## src/rtl/rom_arb_pkg.sv

```systemverilog
// Shared types and default widths for the two-requester ROM fetch arbiter.
package rom_arb_pkg;

    localparam int unsigned ADDR_W_DEF = 8;
    localparam int unsigned DATA_W_DEF = 8;
    localparam int unsigned LEN_W_DEF  = 2;

    typedef enum logic {
        IDLE  = 1'b0,
        ISSUE = 1'b1
    } state_e;

    typedef logic req_id_t;

    typedef struct packed {
        logic    valid;
        req_id_t owner;
        logic    last;
    } tag_t;

endpackage

```

## src/rtl/rom_rr_picker.sv

```systemverilog
// Two-way round-robin picker; the pointer names the requester favoured on a tie.
module rom_rr_picker
    import rom_arb_pkg::*;
(
    input  logic       clk_i,
    input  logic       rst_ni,
    input  logic [1:0] req_i,
    input  logic       enable_i,
    input  logic       advance_i,
    output logic [1:0] grant_o,
    output logic       grant_id_o
);

    req_id_t ptr_q;
    req_id_t ptr_d;

    always_ff @(posedge clk_i or negedge rst_ni) begin
        if (!rst_ni) begin
            ptr_q <= 1'b0;
        end else begin
            ptr_q <= ptr_d;
        end
    end

    always_comb begin
        grant_id_o = ptr_q;
        unique case (req_i)
            2'b01:   grant_id_o = 1'b0;
            2'b10:   grant_id_o = 1'b1;
            default: grant_id_o = ptr_q;
        endcase
        grant_o = '0;
        if (enable_i && (req_i != 2'b00)) begin
            grant_o = grant_id_o ? 2'b10 : 2'b01;
        end
    end

    // After any grant, favour the requester that did not win.
    always_comb begin
        ptr_d = ptr_q;
        if (advance_i) begin
            ptr_d = ~grant_id_o;
        end
    end

endmodule

```

## src/rtl/rom_fetch_arbiter.sv

```systemverilog
// Arbitrates two burst requesters onto a synchronous-read ROM and returns
// tagged read data aligned with the ROM's one-cycle read latency.
module rom_fetch_arbiter
    import rom_arb_pkg::*;
#(
    parameter int unsigned ADDR_W = ADDR_W_DEF,
    parameter int unsigned DATA_W = DATA_W_DEF,
    parameter int unsigned LEN_W  = LEN_W_DEF
) (
    input  logic              CLK,
    input  logic              RESETn,
    input  logic              REQ0,
    input  logic              REQ1,
    input  logic [ADDR_W-1:0] ADDR0,
    input  logic [ADDR_W-1:0] ADDR1,
    input  logic [LEN_W-1:0]  LEN0,
    input  logic [LEN_W-1:0]  LEN1,
    output logic              GNT0,
    output logic              GNT1,
    output logic [DATA_W-1:0] RDATA,
    output logic              RVALID0,
    output logic              RVALID1,
    output logic              RLAST0,
    output logic              RLAST1,
    output logic              BUSY,
    output logic [ADDR_W-1:0] ROM_ADDR,
    input  logic [DATA_W-1:0] ROM_DATA
);

    state_e            state_q, state_d;
    req_id_t           owner_q, owner_d;
    logic [LEN_W-1:0]  rem_q,   rem_d;
    logic [ADDR_W-1:0] addr_q,  addr_d;
    tag_t              tag_q,   tag_d;

    logic [1:0] gnt;
    logic       pick_id;
    logic       window;
    logic       accept;

    // Accepting on the final beat lets the next burst follow with no gap.
    assign window = (state_q == IDLE) || (rem_q == '0);
    assign accept = (gnt != 2'b00);

    rom_rr_picker u_picker (
        .clk_i      (CLK),
        .rst_ni     (RESETn),
        .req_i      ({REQ1, REQ0}),
        .enable_i   (window && RESETn),
        .advance_i  (accept),
        .grant_o    (gnt),
        .grant_id_o (pick_id)
    );

    always_ff @(posedge CLK or negedge RESETn) begin
        if (!RESETn) begin
            state_q <= IDLE;
            owner_q <= 1'b0;
            rem_q   <= '0;
            addr_q  <= '0;
            tag_q   <= '0;
        end else begin
            state_q <= state_d;
            owner_q <= owner_d;
            rem_q   <= rem_d;
            addr_q  <= addr_d;
            tag_q   <= tag_d;
        end
    end

    always_comb begin
        state_d = state_q;
        owner_d = owner_q;
        rem_d   = rem_q;
        addr_d  = addr_q;

        tag_d.valid = (state_q == ISSUE);
        tag_d.owner = owner_q;
        tag_d.last  = (rem_q == '0);

        if (accept) begin
            state_d = ISSUE;
            owner_d = pick_id;
            addr_d  = pick_id ? ADDR1 : ADDR0;
            rem_d   = pick_id ? LEN1 : LEN0;
        end else if (state_q == ISSUE) begin
            if (rem_q != '0) begin
                addr_d = addr_q + ADDR_W'(1);
                rem_d  = rem_q - LEN_W'(1);
            end else begin
                state_d = IDLE;
            end
        end
    end

    always_comb begin
        GNT0     = gnt[0];
        GNT1     = gnt[1];
        ROM_ADDR = addr_q;
        RDATA    = ROM_DATA;
        RVALID0  = tag_q.valid && (tag_q.owner == 1'b0);
        RVALID1  = tag_q.valid && (tag_q.owner == 1'b1);
        RLAST0   = RVALID0 && tag_q.last;
        RLAST1   = RVALID1 && tag_q.last;
        BUSY     = (state_q == ISSUE) || tag_q.valid;
    end

endmodule

```

## config.mk

```make
export PLATFORM = sky130hd
export DESIGN_NAME = rom_fetch_arbiter
export DESIGN_NICKNAME = d
export VERILOG_FILES = /design/src/rtl/rom_arb_pkg.sv /design/src/rtl/rom_rr_picker.sv /design/src/rtl/rom_fetch_arbiter.sv
export SDC_FILE = /design/constraint.sdc
export NUM_CORES = 1
export LEC_CHECK = 0
export BUFFER_PORTS_ARGS = -buffer_cell sky130_fd_sc_hd__buf_4
export CAP_MARGIN = 20
export CORE_UTILIZATION = 39
export CTS_CLUSTER_DIAMETER = 200
export CTS_CLUSTER_SIZE = 14
export DETAILED_ROUTE_END_ITERATION = 8
export GPL_TIMING_DRIVEN = 0
export PLACE_DENSITY = 0.76
export SYNTH_ARGS = -nofsm -noshare
export SYNTH_HDL_FRONTEND = slang
export SYNTH_SLANG_ARGS = --single-unit
```

## constraint.sdc

```tcl
create_clock -name CLK -period 1.4 [get_ports CLK]
set_clock_uncertainty 0.05 [all_clocks]
set_input_delay 0 -clock CLK [delete_from_list [all_inputs] [get_ports CLK]]
set_output_delay 0 -clock CLK [all_outputs]
set_load 0.005 [all_outputs]
```

==> results.json <==
{
  "failed_checks": "hold timing, setup timing",
  "multiInputGateArea_sq_um": 632,
  "path_max_fanout": 5,
  "die_width_microns": 52.9,
  "outcome": "complete, but fails checks",
  "drt-total-wl_mm": 3.01,
  "finish.instance_area_sq_um": 1800,
  "final_cell_mix": "59 x buf_4, 16 x dfrtp_1, 10 x dlygate4sd3_1, 7 x buf_6, 6 x mux2i_1",
  "dpl_cell_area_sq_um": 1400,
  "start_kind": "flip-flop",
  "grtUsageTotal": 0.232,
  "postSynthCellCount": 103,
  "rsz0062_at_grt": "true",
  "power.share.sequential": 0.276,
  "io_buffers": 46,
  "post-route-period-util": 1.10,
  "dieArea_sq_um": 2800,
  "fp-row-count": 18,
  "clk_latency_ns": 0.30,
  "antenna_found_initial": 0,
  "async_reset_ff_frac": 1.00,
  "timing.max_cap.violations": 0,
  "timing.fmax_ghz": 0.648,
  "dp_cells": 179,
  "intPower_uw": 2070,
  "vias_per_cell": 5.13,
  "synth_edf_count": 0,
  "finalSetupViolCount": 13,
  "syn_area_sq_um": 1010,
  "clock_path_buffers": 2,
  "whs_ns": -0.0149,
  "coreArea_sq_um": 2450,
  "io-pin-count": 55,
  "path_class": "flip-flop to flip-flop",
  "yosysWarningCount": 0,
  "cts_tree": "yes",
  "grt_pass1_vias": 1054,
  "power_frac_clock": 0.091,
  "ir_worst_vdd_v": 0.00137,
  "synth_cell_type_count": 32,
  "drtIter0Drc": 15,
  "finalNetCount": 213,
  "hp-class": "input pin to flip-flop",
  "syn_avg_cell_area_sq_um": 9.82,
  "tightest_slew_ns": 0.726,
  "grt_pass1_wl_mm": 4.60,
  "grt_max_degree": 17,
  "drc": 0,
  "max_slew_margin": 0.515,
  "synth_seq_area_share": 0.396,
  "nFillCells": 154,
  "firstDrtPassIters": 4,
  "cts.sinks": 16,
  "numCtsBuffers": 3,
  "p_total_uw": 3460,
  "hold_viol": 1,
  "synthToLayoutAreaGrowth_pct": 77.6,
  "antenna_cells": 0,
  "fin_cells": 206,
  "crit_path_end_kind": "flip-flop",
  "switching_power_uw": 1390,
  "post-route-min-period_ns": 1.54,
  "leakage_uw": 0.000873,
  "crit_arrival_ns": 1.67,
  "start_util": 0.412,
  "slew_viol_final": 0,
  "gr-total-overflow": 0,
  "htreeDepth": 1,
  "clkTransAtPathRegs_ns": 0.10,
  "ys.flop_type": "dfrtp_1",
  "setup_ws_ns": -0.142,
  "swShare": 0.401,
  "final_common_cell": "buf_4",
  "p_comb_frac": 0.632,
  "dpl.hpwl_mm": 1.77,
  "layout-drive-gt1-share": 0.597,
  "cts-root-buf": "clkbuf_4",
  "regArea_sq_um": 400,
  "powerDensity_nw_per_um2": 1930,
  "place.gp.congestion": 0.775,
  "ant_nets": 0,
  "routedWlPerCell_microns": 14.6,
  "syn_nets": 139,
  "crit_required_ns": 1.52,
  "dr_total_vias": 1057,
  "yosys_register_bits": 16,
  "die_h_microns": 52.9
}
==> sequential cells by signal, summed over array words and instances, names as in the netlist <==
| register | count |
|---|---|
| ROM_ADDR | 8 |
| owner_q | 1 |
| rem_q | 2 |
| state_q | 1 |
| tag_q | 3 |
| u_picker.ptr_q | 1 |
==> cell usage after synthesis, drive strengths merged, types with 3 or more instances <==
library cell   n  share of area
dfrtp         16           0.40
buf           10          0.075
nor2           8          0.032
mux2i          7          0.082
a211oi         6          0.045
inv            6          0.022
nand2          6          0.025
and2b          5          0.043
and3           5          0.032
o21ai          5          0.025
ha             4          0.050
a21oi          3          0.015
==> kinds of logic after synthesis <==
| kind of cell | synth area share |
|---|---|
| AOI/OAI and AO/OA | 0.182 |
| DFF | 0.396 |
| and+or+nand+nor | 0.193 |
| adders and majority gates | 0.0495 |
| muxes | 0.0817 |
| buffers and inverters | 0.0978 |
==> routing by layer <==
layer  vias up  GRT usage  part of all wire
met5         -          0                 0
met4         0      0.101             0.014
met3         9     0.0374             0.062
met2        47      0.422              0.51
met1       493      0.264              0.41
li1        508          -                 -
==> layout make-up <==
class,instances,share of cell area
Tap cell,30,0.0209
Timing Repair Buffer,69,0.325
Clock buffer,4,0.0202
Buffer,10,0.0460
Inverter,6,0.0125
Sequential cell,16,0.223
Multi-Input combinational cell,71,0.352
==> critical path: stages (launching register included) <==
cell      delay [ns]
dfrtp_1         0.39
inv_2           0.06
ha_4            0.16
and2b_4         0.31
buf_4           0.13
nand2_1         0.05
a21oi_1         0.20
a211oi_1        0.06
==> path summary, 6_finish.rpt <==
| kind | from | to | slack (ns) | depth (start not counted) |
|---|---|---|---|---|
| worst max-delay path | rem_q[0] | ROM_ADDR[3] | -0.14 | 7 |
| worst min-delay path | ADDR0[5] | ROM_ADDR[5] | -0.01 | 3 |
| worst max register to register | rem_q[0] | ROM_ADDR[3] | -0.14 | 7 |
| worst min register to register | owner_q | tag_q[1] | 0.34 | 0 |
| max in group asynchronous | RESETn | ROM_ADDR[3] | 0.58 | 2 |
| min in group asynchronous | RESETn | rem_q[0] | 0.26 | 2 |
==> metrics by stage <==
stage	setup TNS, ns	utilization	setup slack [ns]
after floorplan	-0.0555	-	-0.0177
after global placement	-1.43	0.569	-0.202
after detailed placement	-1.79	0.569	-0.239
after CTS	-0.568	0.700	-0.0956
after global routing	-1.88	0.731	-0.186
final	-1.02	0.731	-0.142
==> what timing repair did <==
action                                  4_1_cts  5_1_grt
endpoints found under the setup margin       14       15
buffers inserted                             10        3
hold buffers                                 10        0
resized for setup                            21       16
pin swaps                                     7       10
endpoints found under the hold margin        21        0
cloned                                        1        0
==> power groups by stage <==
stage               Combinational [uW]  Sequential [uW]  Clock (uW)
CTS                               1890              922         313
global route                      2350              994         345
floorplan                          871              876           0
detailed placement                1390              919           0
finish                            2190              957         316
global placement                  1360              905           0
No activity file was read; power rests on OpenSTA's default activity.
